[config.mk]
export PLATFORM = sky130hd
export DESIGN_NAME = ram_access_arbiter
export DESIGN_NICKNAME = d
export VERILOG_FILES = /design/src/rtl/ram_access_arbiter.sv
export SDC_FILE = /design/constraint.sdc
export NUM_CORES = 1
export LEC_CHECK = 0
export ABC_AREA = 1
export CAP_MARGIN = 5
export CORE_UTILIZATION = 42
export CTS_CLUSTER_DIAMETER = 60
export DETAILED_ROUTE_END_ITERATION = 16
export GPL_ROUTABILITY_DRIVEN = 0
export MAX_ROUTING_LAYER = met4
export PLACE_DENSITY = 0.8
export SLEW_MARGIN = 10
export SYNTH_ARGS = -nofsm -noshare
export SYNTH_HDL_FRONTEND = slang
export SYNTH_SLANG_ARGS = --single-unit
[constraint.sdc]
create_clock -name clk -period 2.7 [get_ports clk]
set_input_delay 0.54 -clock clk [delete_from_list [all_inputs] [get_ports clk]]
set_output_delay 0.54 -clock clk [all_outputs]
set_load 0.03 [all_outputs]
[src/rtl/ram_access_arbiter.sv]
// ram_access_arbiter
// Sequences a single-port data RAM and shares it between the CPU path
// (MAR/MDR) and the image DMA port. One access at a time; every output is
// registered. Read data returns RD_LAT cycles after the ram_en sampling edge
// and is handed back with a one-cycle acknowledge.
//
// Build option:
//   RAM_ARB_CPU_PRIORITY_EN  defined   -> CPU always wins a tie (fixed priority)
//                            undefined -> round-robin on ties (default)

module ram_access_arbiter #(
    parameter int ADDR_W = 8,
    parameter int DATA_W = 16,
    parameter int RD_LAT = 1
) (
    input  logic              clk,
    input  logic              rst,

    // CPU requester
    input  logic              cpu_req,
    input  logic              cpu_we,
    input  logic [ADDR_W-1:0] cpu_addr,
    input  logic [DATA_W-1:0] cpu_wdata,
    output logic              cpu_ack,
    output logic [DATA_W-1:0] cpu_rdata,

    // Image DMA requester
    input  logic              dma_req,
    input  logic              dma_we,
    input  logic [ADDR_W-1:0] dma_addr,
    input  logic [DATA_W-1:0] dma_wdata,
    output logic              dma_ack,
    output logic [DATA_W-1:0] dma_rdata,

    // RAM side
    output logic              ram_en,
    output logic              ram_we,
    output logic [ADDR_W-1:0] ram_addr,
    output logic [DATA_W-1:0] ram_wdata,
    input  logic [DATA_W-1:0] ram_rdata,

    // Status
    output logic              busy,
    output logic              gnt_id
);

    typedef enum logic [1:0] {
        ST_IDLE   = 2'd0,
        ST_ACCESS = 2'd1,
        ST_WAIT   = 2'd2,
        ST_DONE   = 2'd3
    } state_t;

    // Owner encoding carried on gnt_id / last_gnt.
    localparam logic OWNER_CPU = 1'b0;
    localparam logic OWNER_DMA = 1'b1;

    // RD_LAT is limited to 1..4, so the remaining-wait counter fits in 2 bits.
    localparam int               LAT_W    = 2;
    localparam logic [LAT_W-1:0] LAT_INIT = LAT_W'(RD_LAT - 1);

    state_t state;
    state_t next_state;

    logic              last_gnt;
    logic [LAT_W-1:0]  lat_cnt;

    logic              req_any;
    logic              win_dma;

    logic              ram_en_nxt;
    logic              ram_we_nxt;
    logic [ADDR_W-1:0] ram_addr_nxt;
    logic [DATA_W-1:0] ram_wdata_nxt;
    logic              gnt_id_nxt;
    logic              last_gnt_nxt;
    logic [LAT_W-1:0]  lat_cnt_nxt;
    logic              cpu_ack_nxt;
    logic              dma_ack_nxt;
    logic [DATA_W-1:0] cpu_rdata_nxt;
    logic [DATA_W-1:0] dma_rdata_nxt;
    logic              busy_nxt;

    assign req_any = cpu_req | dma_req;

    // Pick the winner among the current requesters (only consulted in IDLE).
    always_comb begin
        win_dma = OWNER_CPU;
        if (cpu_req && dma_req) begin
`ifdef RAM_ARB_CPU_PRIORITY_EN
            // Fixed priority: the CPU always wins a tie; last_gnt is ignored.
            win_dma = OWNER_CPU;
`else
            // Round-robin: the port that did not win last time goes now.
            win_dma = ~last_gnt;
`endif
        end else begin
            win_dma = dma_req;
        end
    end

    // State register; reset aborts any access in flight.
    // NOTE: sequential state is written with non-blocking (<=) assignments so
    // every flop samples the pre-edge values, regardless of block ordering.
    always_ff @(posedge clk or posedge rst) begin
        if (rst) begin
            state <= ST_IDLE;
        end else begin
            state <= next_state;
        end
    end

    // Next-state decode.
    always_comb begin
        // NOTE: a default on every combinationally-assigned signal keeps
        // paths that skip an assignment from inferring a latch.
        next_state = state;
        unique case (state)
            ST_IDLE:   next_state = req_any ? ST_ACCESS : ST_IDLE;
            ST_ACCESS: next_state = ram_we ? ST_DONE : ST_WAIT;
            ST_WAIT:   next_state = (lat_cnt == '0) ? ST_DONE : ST_WAIT;
            ST_DONE:   next_state = ST_IDLE;
            default:   next_state = ST_IDLE;
        endcase
    end

    // Output decode: next values of every registered output and side counter.
    always_comb begin
        ram_en_nxt    = 1'b0;
        ram_we_nxt    = ram_we;
        ram_addr_nxt  = ram_addr;
        ram_wdata_nxt = ram_wdata;
        gnt_id_nxt    = gnt_id;
        last_gnt_nxt  = last_gnt;
        lat_cnt_nxt   = lat_cnt;
        cpu_ack_nxt   = 1'b0;
        dma_ack_nxt   = 1'b0;
        cpu_rdata_nxt = cpu_rdata;
        dma_rdata_nxt = dma_rdata;

        unique case (state)
            ST_IDLE: begin
                if (req_any) begin
                    // Requester inputs are sampled only here, at grant.
                    ram_en_nxt   = 1'b1;
                    gnt_id_nxt   = win_dma;
                    last_gnt_nxt = win_dma;
                    if (win_dma == OWNER_DMA) begin
                        ram_we_nxt    = dma_we;
                        ram_addr_nxt  = dma_addr;
                        ram_wdata_nxt = dma_wdata;
                    end else begin
                        ram_we_nxt    = cpu_we;
                        ram_addr_nxt  = cpu_addr;
                        ram_wdata_nxt = cpu_wdata;
                    end
                end
            end

            ST_ACCESS: begin
                // The strobe cycle ends here; ram_we must fall with ram_en.
                ram_we_nxt = 1'b0;
                if (ram_we) begin
                    cpu_ack_nxt = (gnt_id == OWNER_CPU);
                    dma_ack_nxt = (gnt_id == OWNER_DMA);
                end else begin
                    lat_cnt_nxt = LAT_INIT;
                end
            end

            ST_WAIT: begin
                if (lat_cnt == '0) begin
                    // Read data is valid now; only the owner's register moves.
                    if (gnt_id == OWNER_DMA) begin
                        dma_rdata_nxt = ram_rdata;
                        dma_ack_nxt   = 1'b1;
                    end else begin
                        cpu_rdata_nxt = ram_rdata;
                        cpu_ack_nxt   = 1'b1;
                    end
                end else begin
                    lat_cnt_nxt = lat_cnt - 1'b1;
                end
            end

            ST_DONE: begin
                // Ack is already high this cycle; nothing else changes.
            end

            default: begin
            end
        endcase
    end

    assign busy_nxt = (next_state != ST_IDLE);

    // Output registers; last_gnt resets to DMA so the CPU wins the first tie.
    always_ff @(posedge clk or posedge rst) begin
        if (rst) begin
            ram_en    <= 1'b0;
            ram_we    <= 1'b0;
            ram_addr  <= '0;
            ram_wdata <= '0;
            gnt_id    <= OWNER_CPU;
            last_gnt  <= OWNER_DMA;
            lat_cnt   <= '0;
            cpu_ack   <= 1'b0;
            dma_ack   <= 1'b0;
            cpu_rdata <= '0;
            dma_rdata <= '0;
            busy      <= 1'b0;
        end else begin
            ram_en    <= ram_en_nxt;
            ram_we    <= ram_we_nxt;
            ram_addr  <= ram_addr_nxt;
            ram_wdata <= ram_wdata_nxt;
            gnt_id    <= gnt_id_nxt;
            last_gnt  <= last_gnt_nxt;
            lat_cnt   <= lat_cnt_nxt;
            cpu_ack   <= cpu_ack_nxt;
            dma_ack   <= dma_ack_nxt;
            cpu_rdata <= cpu_rdata_nxt;
            dma_rdata <= dma_rdata_nxt;
            busy      <= busy_nxt;
        end
    end

endmodule

## Yosys cells after proc, flatten, opt, wreduce, memory -nomap -nowiden

Cells that the tools add are included.

- Flip-flop bits (word level): 67

- Add/sub/neg operators: 1
- Equality and inequality tests: 6
- Mux-type cells: 23
- Bitwise logic cells: 3
- Reductions and logical operators: 11

Operators with widths:

| cell | count |
|---|---|
| two-way mux 16 bit | 1 |
| two-way mux 1 bit | 14 |
| AND reduction 3 bit | 3 |
| two-way mux 8 bit | 1 |
| case mux 2 bit (4 select lines) | 1 |
| inequality test 2 bit (second input constant) | 3 |
| case mux 1 bit (2 select lines) | 3 |
| nonzero test 2 bit | 3 |
| == test 2 bit (second input constant) | 2 |
| logical NOT 2 bit | 2 |
| two-way mux 2 bit | 2 |
| case mux 2 bit (2 select lines) | 1 |
| AND reduction 2 bit | 2 |
| == test 2 x 1 -> 1 bit (second input constant) | 1 |
| NOT 1 bit | 2 |
| subtractor 2 x 1 -> 2 bit (second input constant) | 1 |
| logical AND 1 bit | 1 |
| bitwise OR 1 bit | 1 |

## Logic depth before layout (Yosys ltp)

Gate-level depths: netlist of run 1.

- Depth in word-level cells: 5
- Depth in mapped cells: 8
- Depth with buffers taken out: 8

## Worst setup path after synthesis of run 1

OpenSTA, ideal clock, no wires.

- Path kind: register to register
- Start: register state[0]
- End: register ram_addr[7]
- Arrival time: 1267 ps
- Required time: 2624 ps
- Setup slack: 1357 ps
- Cell stages (with the launch flop): 8
- Path buffers: 1
- Clock period less this slack: 1343 ps
- Path through: dfrtp_1 -> inv_1 -> ha_1 -> inv_1 -> nor2_4 -> buf_4 -> nand2_1 -> o21ai_1

- Word-level cells in the longest chain between the ends: 2

Ends and longest elaborated chain:

| element | RTL line | RTL |
|---|---|---|
| from (decl) | 62 | `state_t state;` |
| from (signal assigned) | 109 | `state <= next_state;` |
| logical NOT 2 bit | 141 | `unique case (state)` |
| AND reduction 2 bit (no line) | -- |  |
| to (signal assigned) | 215 | `ram_addr <= ram_addr_nxt;` |
| to (decl) | 38 | `output logic [ADDR_W-1:0] ram_addr,` |

No other way between the ends.
A chain may end at the register's enable or synchronous reset.

## Worst setup path after layout of run 1

- Start: register gnt_id
- End: output port gnt_id

RTL lines:

| element | RTL line | RTL |
|---|---|---|
| from (decl) | 44 | `output logic gnt_id` |
| from (signal assigned) | 217 | `gnt_id <= gnt_id_nxt;` |

No word-level cell between the ends.

==> summary.md, run 1 <==
| Metric | Value |
|---|---|
| Outcome | completed |
| ANT cells | 0 |
| Setup Skew | 0.00730 ns |
| Top cell family by delay on the critical path | buffers and inverters |
| Ports | 132 |
| Power Density | 1250 nW/um^2 |
| Crit share post-route | 0.727 |
| Residual DRC | 0 |
| Cts hold-fix bufs | 0 |
| Avg Vias per Cell | 4.69 |
| Max incr delay on CP | 0.69 ns |
| Vias | 2795 |
| Min Tclk post-route | 1.96 ns |
| Max-Cap Viols | 0 |
| Final hold vios | 0 |
| Sequential area share after synthesis | 0.565 |
| CTS tree | yes |
| Post-Syn Instances | 362 |
| Layout cells sized above 1 | 0.0540 |
| Unrepaired setup endpoints after global routing | false |
| Row count | 30 |
| Final WL | 7220 um |
| Hold Path Stages | 2 |
| CTS buffer count | 9 |
| Fin. max-slew vios | 0 |
| Worst reg-to-reg path cell count | 6 |
| Setup violations, final | 0 |
| CP Cell Sequence | clkdlybuf4s50_1 |
| Clock Root Buffer | clkbuf_8 |
| Most common cell after layout, fill and taps aside | clkdlybuf4s50_1 |
| Dpl hpwl | 5220 um |
| Syn nets | 438 |
| Post-Place Setup Slack | 0.558 ns |
| Total gr overflow | 0 |
| Setup Buffers After CTS | 0 |
| Post-route cell area | 4600 um^2 |
| Mapped Area | 2970 um^2 |
| Die H | 86.1 um |
| H-tree depth | 3 |
| Unique masters post-synth | 19 |
| Initial DRC count | 90 |
| Cell depth of the worst setup path | 1 |
| Routing usage on met2 | 0.354 |
| Largest net degree at the start of global routing | 50 |
| Critical Path Start | gnt_id |
| Worst path slowest cell | clkdlybuf4s50_1 |
| Final nets | 571 |
| M3 GR Usage | 0.0674 |
| WP buf/inv | 1 |
| Clock sink count | 67 |
| Reg-to-Reg Start | state[0] |
| Synthesized flop and latch total | 67 |
| Vias in the first global route | 2719 |
| Area Overhead vs Synth | 54.9% |
| Highest net fanout along the worst path | 4 |
| Fill cell count | 563 |
| Setup ws final | 0.736 ns |
| Startpoint Class | flop |
| Global Route Usage Sum | 0.215 |
| Synthesized area per cell | 8.21 um^2 |
| GR met1 Demand/Resource | 0.249 |
| PostCTS Resize Cnt | 0 |
| Area of the multi-input gates | 1020 um^2 |
| Clock buffer depth | 2 |
| HP Start | last_gnt |
| Pleak | 2.24 nW |
| PortBufs | 131 |
| Setup CP Type | reg -> out |
| Reg2Reg Capture Point | ram_addr[1] |
| Setup crit end kind | primary output |
| Wire per inst | 12.1 um |
| Die width | 86.1 um |
| Busiest layer in global routing | met2 |
| Core Box Area | 6830 um^2 |
| Post-DRT Antenna Nets | 0 |
| Tightest Pin Transition | 0.588 ns |
| First-pass DRT Iterations | 4 |
| FMAX | 0.509 GHz |
| Initial Util | 0.435 |
| CTS clk-pin slew, worst paths | 0.08 ns |
| Yosys Warn Count | 0 |
| DIE AREA | 7420 um^2 |
| Placement-stage cell area | 4380 um^2 |
| CP arrival | 1.42 ns |
| Worst vdd rail ir drop | 0.409 mV |
| First-pass GRT wire length | 12000 um |
| Fin Setup TNS | 0 ns |
| Antenna violations before repair | 0 |
| Worst EP required | 2.16 ns |
| Most frequent cells in the layout | clkdlybuf4s50_1 (131), nand2_1 (121), dfrtp_1 (66), inv_1 (51), o21ai_0 (41) |
| Hold Path Class | reg -> reg |
| Later-pin clock latency in the skew report | 0.34 ns |
| R2R setup slack | 0.96 ns |
| Reg area | 1680 um^2 |
| Worst rel slew slack | 0.607 |
| Hold endpoint | last_gnt |
[power by group]
| part | switching [mW] | internal, mW | leakage [nW] |
|---|---|---|---|
| logic | 1.83 | 1.22 | 1.31 |
| registers | 0.270 | 1.51 | 0.821 |
| clock network | 0.410 | 0.528 | 0.111 |
| total | 2.50 | 3.26 | 2.24 |
[registers in the layout, indices dropped and copies added (netlist names), 2 cells and up]
signal     count
ram_wdata     16
state          2
lat_cnt        2
dma_rdata     16
cpu_rdata     16
ram_addr       8
[logic make-up after synthesis]
family,Yosys count,share of synthesized area
AO/OA/AOI/OAI,62,0.107
buffers and inverters,67,0.0931
AND/OR/NAND/NOR,160,0.210
adder cells (fa/ha/maj),6,0.0253
flip-flops,67,0.565
[area by class of cell]
class	count	area share
Clock inverter	7	0.0215
Multi-Input combinational cell	228	0.221
Timing Repair Buffer	137	0.297
Clock buffer	9	0.0269
Tap cell	96	0.0261
Sequential cell	67	0.365
Inverter	52	0.0424
[Yosys cell counts]
cell type	number	area (um^2)
nand2_1	121	454
dfrtp_1	66	1650
inv_1	52	195
o21ai_0	41	205
nor2_1	29	109
o21ai_1	18	90.1
clkbuf_1	6	22.5
ha_1	6	75.1
nand3_1	6	30.0
buf_2	5	25.0
buf_4	3	22.5
o211ai_1	2	15.0
buf_6	1	11.3
dfstp_2	1	26.3
nand3b_1	1	7.51
nor2_4	1	11.3
nor3_1	1	5.00
o21ai_2	1	8.76
or2_2	1	6.26
[per-stage QoR]
stage / cells / total power [mW] / hold slack (ns) / util
5_1_grt: 596 / 6.15 / 0.509 / 0.674
2_1_floorplan: 362 / 3.58 / 0.442 / -
4_1_cts: 596 / 5.82 / 0.476 / 0.674
6_report: 596 / 5.76 / 0.471 / 0.674
3_3_place_gp: 580 / 4.78 / 0.453 / 0.641
3_5_place_dp: 580 / 4.86 / 0.468 / 0.641
[worst max path at each step]
stage,endpoint,slack (ns)
after global routing,ram_we,0.68
after global placement,ram_addr[2],0.66
final,gnt_id,0.74
after detailed placement,ram_addr[6],0.56
after floorplan,busy,0.48
after CTS,gnt_id,0.72
[per-layer routing]
metal	wire, um	share of wire	vias up
li1	-	-	1375
met1	3100	0.43	1292
met2	3380	0.47	122
met3	672	0.093	6
met4	74	0.010	0
met5	0	0	-
Power figures use the tool's default switching activity.
==> run 2: changes to the inputs <==
==> constraint.sdc (replaced) <==
create_clock -name clk -period 1.85 [get_ports clk]
set_input_delay 0.37 -clock clk [delete_from_list [all_inputs] [get_ports clk]]
set_output_delay 0.37 -clock clk [all_outputs]
set_load 0.03 [all_outputs]
==> run 2 against run 1 <==
Hold slack improved by 0.0028 ns; combinational power rose by 47%; power rose by 46%; global-route usage fell by 0.69 points; clock skew rose by 0.0027 ns; count of clock-buffer cells in the layout did not move; sequential cell count did not move; largest power group unchanged; clock power rose by 45%; largest cell class unchanged; cell count rose by 0.34%; highest routed layer unchanged.
==> summary.md, run 2 (synthesis results as in run 1) <==
| Metric | Value |
|---|---|
| CTS tree | yes (unchanged) |
| First-pass DRT Iterations | 8 (was 4) |
| Setup ws final | 0.0609 ns (was 0.736 ns) |
| Die H | 86.1 um (unchanged) |
| Outcome | completed (unchanged) |
| Residual DRC | 0 (unchanged) |
| Antenna violations before repair | 0 (unchanged) |
| Top cell family by delay on the critical path | buffers and inverters (unchanged) |
| Total gr overflow | 0 (unchanged) |
| CTS buffer count | 9 (unchanged) |
| Worst vdd rail ir drop | 0.827 mV (was 0.409 mV) |
| CP arrival | 1.42 ns (about the same) |
| Worst rel slew slack | 0.694 (was 0.607) |
| H-tree depth | 3 (unchanged) |
| Most frequent cells in the layout | clkdlybuf4s50_1 (130), nand2_1 (121), dfrtp_1 (66), inv_1 (51), o21ai_0 (41) (was clkdlybuf4s50_1 (131), nand2_1 (121), dfrtp_1 (66), inv_1 (51), o21ai_0 (41)) |
| Largest net degree at the start of global routing | 68 (was 50) |
| Pleak | 2.26 nW (was 2.24 nW) |
| Area Overhead vs Synth | 56.2% (was 54.9%) |
| Placement-stage cell area | 4400 um^2 (was 4380 um^2) |
| FMAX | 0.559 GHz |
| Power Density | 1820 nW/um^2 (was 1250 nW/um^2) |
| Ports | 132 (unchanged) |
| PostCTS Resize Cnt | 0 (unchanged) |
| Initial Util | 0.435 (unchanged) |
| Setup violations, final | 0 (unchanged) |
| Layout cells sized above 1 | 0.0578 (was 0.0540) |
| Clock sink count | 67 (unchanged) |
| Tightest Pin Transition | 0.457 ns (was 0.588 ns) |
| Unrepaired setup endpoints after global routing | false (unchanged) |
| Power, Total | 8.44 mW (was 5.76 mW) |
| Setup crit end kind | primary output (unchanged) |
| Hold_ws | 0.474 ns (was 0.471 ns) |
| Worst EP required | 1.48 ns (was 2.16 ns) |
| Later-pin clock latency in the skew report | 0.33 ns (was 0.34 ns) |
| Crit share post-route | 0.967 |
| Max-Cap Viols | 0 (unchanged) |
| Vias | 2744 (was 2795) |
| WP buf/inv | 1 (unchanged) |
| Initial DRC count | 95 (was 90) |
| ANT cells | 0 (unchanged) |
| CP Cell Sequence | clkdlybuf4s50_1 (unchanged) |
| CTS clk-pin slew, worst paths | 0.08 ns (about the same) |
| Dpl hpwl | 5110 um (was 5220 um) |
| Die width | 86.1 um (unchanged) |
| Min Tclk post-route | 1.79 ns |
| Highest net fanout along the worst path | 4 (unchanged) |
| Final WL | 7240 um (was 7220 um) |
| Final nets | 573 (was 571) |
| Setup CP Type | reg -> out (unchanged) |
| Wire per inst | 12.1 um (about the same) |
| Fill cell count | 558 (was 563) |
| Post-Place Setup Slack | -0.00755 ns (was 0.558 ns) |
| Post-route cell area | 4640 um^2 (was 4600 um^2) |
| Final hold vios | 0 (unchanged) |
| Global Route Usage Sum | 0.208 (was 0.215) |
| Vias in the first global route | 2623 (was 2719) |
| Row count | 30 (unchanged) |
| Clock Root Buffer | clkbuf_8 (unchanged) |
| Setup Skew | 0.00996 ns (was 0.00730 ns) |
| Post-DRT Antenna Nets | 0 (unchanged) |
| Setup Buffers After CTS | 0 (unchanged) |
| Max incr delay on CP | 0.69 ns (about the same) |
| Startpoint Class | flop (unchanged) |
| Cts hold-fix bufs | 0 (unchanged) |
| Worst path slowest cell | clkdlybuf4s50_1 (unchanged) |
| Clock buffer depth | 2 (unchanged) |
| Fin. max-slew vios | 0 (unchanged) |
| Core Box Area | 6830 um^2 (unchanged) |
| Biggest regs | cpu_rdata x16, dma_rdata x16, ram_wdata x16 (unchanged) |
| First-pass GRT wire length | 11700 um (was 12000 um) |
| Avg Vias per Cell | 4.59 (was 4.69) |
| PortBufs | 131 (unchanged) |
| DIE AREA | 7420 um^2 (unchanged) |
| Hold Path Class | in -> async (was reg -> reg) |
| Most common cell after layout, fill and taps aside | clkdlybuf4s50_1 (unchanged) |
==> run 2: path summary, 6_finish.rpt <==
check | startpoint | slack [ns] | cells past startpoint | end
setup reg to reg | state[0] | 0.30 | 6 | ram_wdata[8]
hold / removal | rst | 0.47 | 3 | cpu_rdata[10]
hold reg to reg | last_gnt | 0.48 | 2 | last_gnt
setup / recovery | ram_we | 0.06 | 1 | ram_we
max in group asynchronous | rst | 1.05 | 3 | last_gnt
min in group clk | last_gnt | 0.48 | 2 | last_gnt
==> run 2: cell type report <==
type | instances | area, um^2 | area share
multi-input cells | 229 | 1030 | 0.222
inverters | 52 | 199 | 0.0429
well taps | 96 | 120 | 0.0259
clock inverters | 7 | 100 | 0.0216
flip-flops and latches | 67 | 1680 | 0.362
repair buffers | 138 | 1390 | 0.300
clock buffers | 9 | 124 | 0.0267
==> run 2: per-stage QoR <==
step	utilization	setup TNS [ns]	std cells
detailed placement	0.645	-0.0137	581
global placement	0.645	0	581
floorplan	-	0	362
finish	0.679	0	598
global route	0.679	0	598
CTS	0.677	0	597
==> run 2: metal layers <==
metal | wire, um | GRT usage
met3 | 590 | 0.0626
met2 | 3190 | 0.312
met5 | 0 | -
met1 | 3300 | 0.262
met4 | 154 | 0.0864
==> run 2: where the power goes <==
group / leakage (nW) / internal, mW / total [mW] / switching, mW
clock: 0.114 / 0.771 / 1.36 / 0.589
sequential: 0.821 / 2.20 / 2.60 / 0.397
combinational: 1.33 / 1.81 / 4.49 / 2.68
total: 2.26 / 4.78 / 8.44 / 3.66
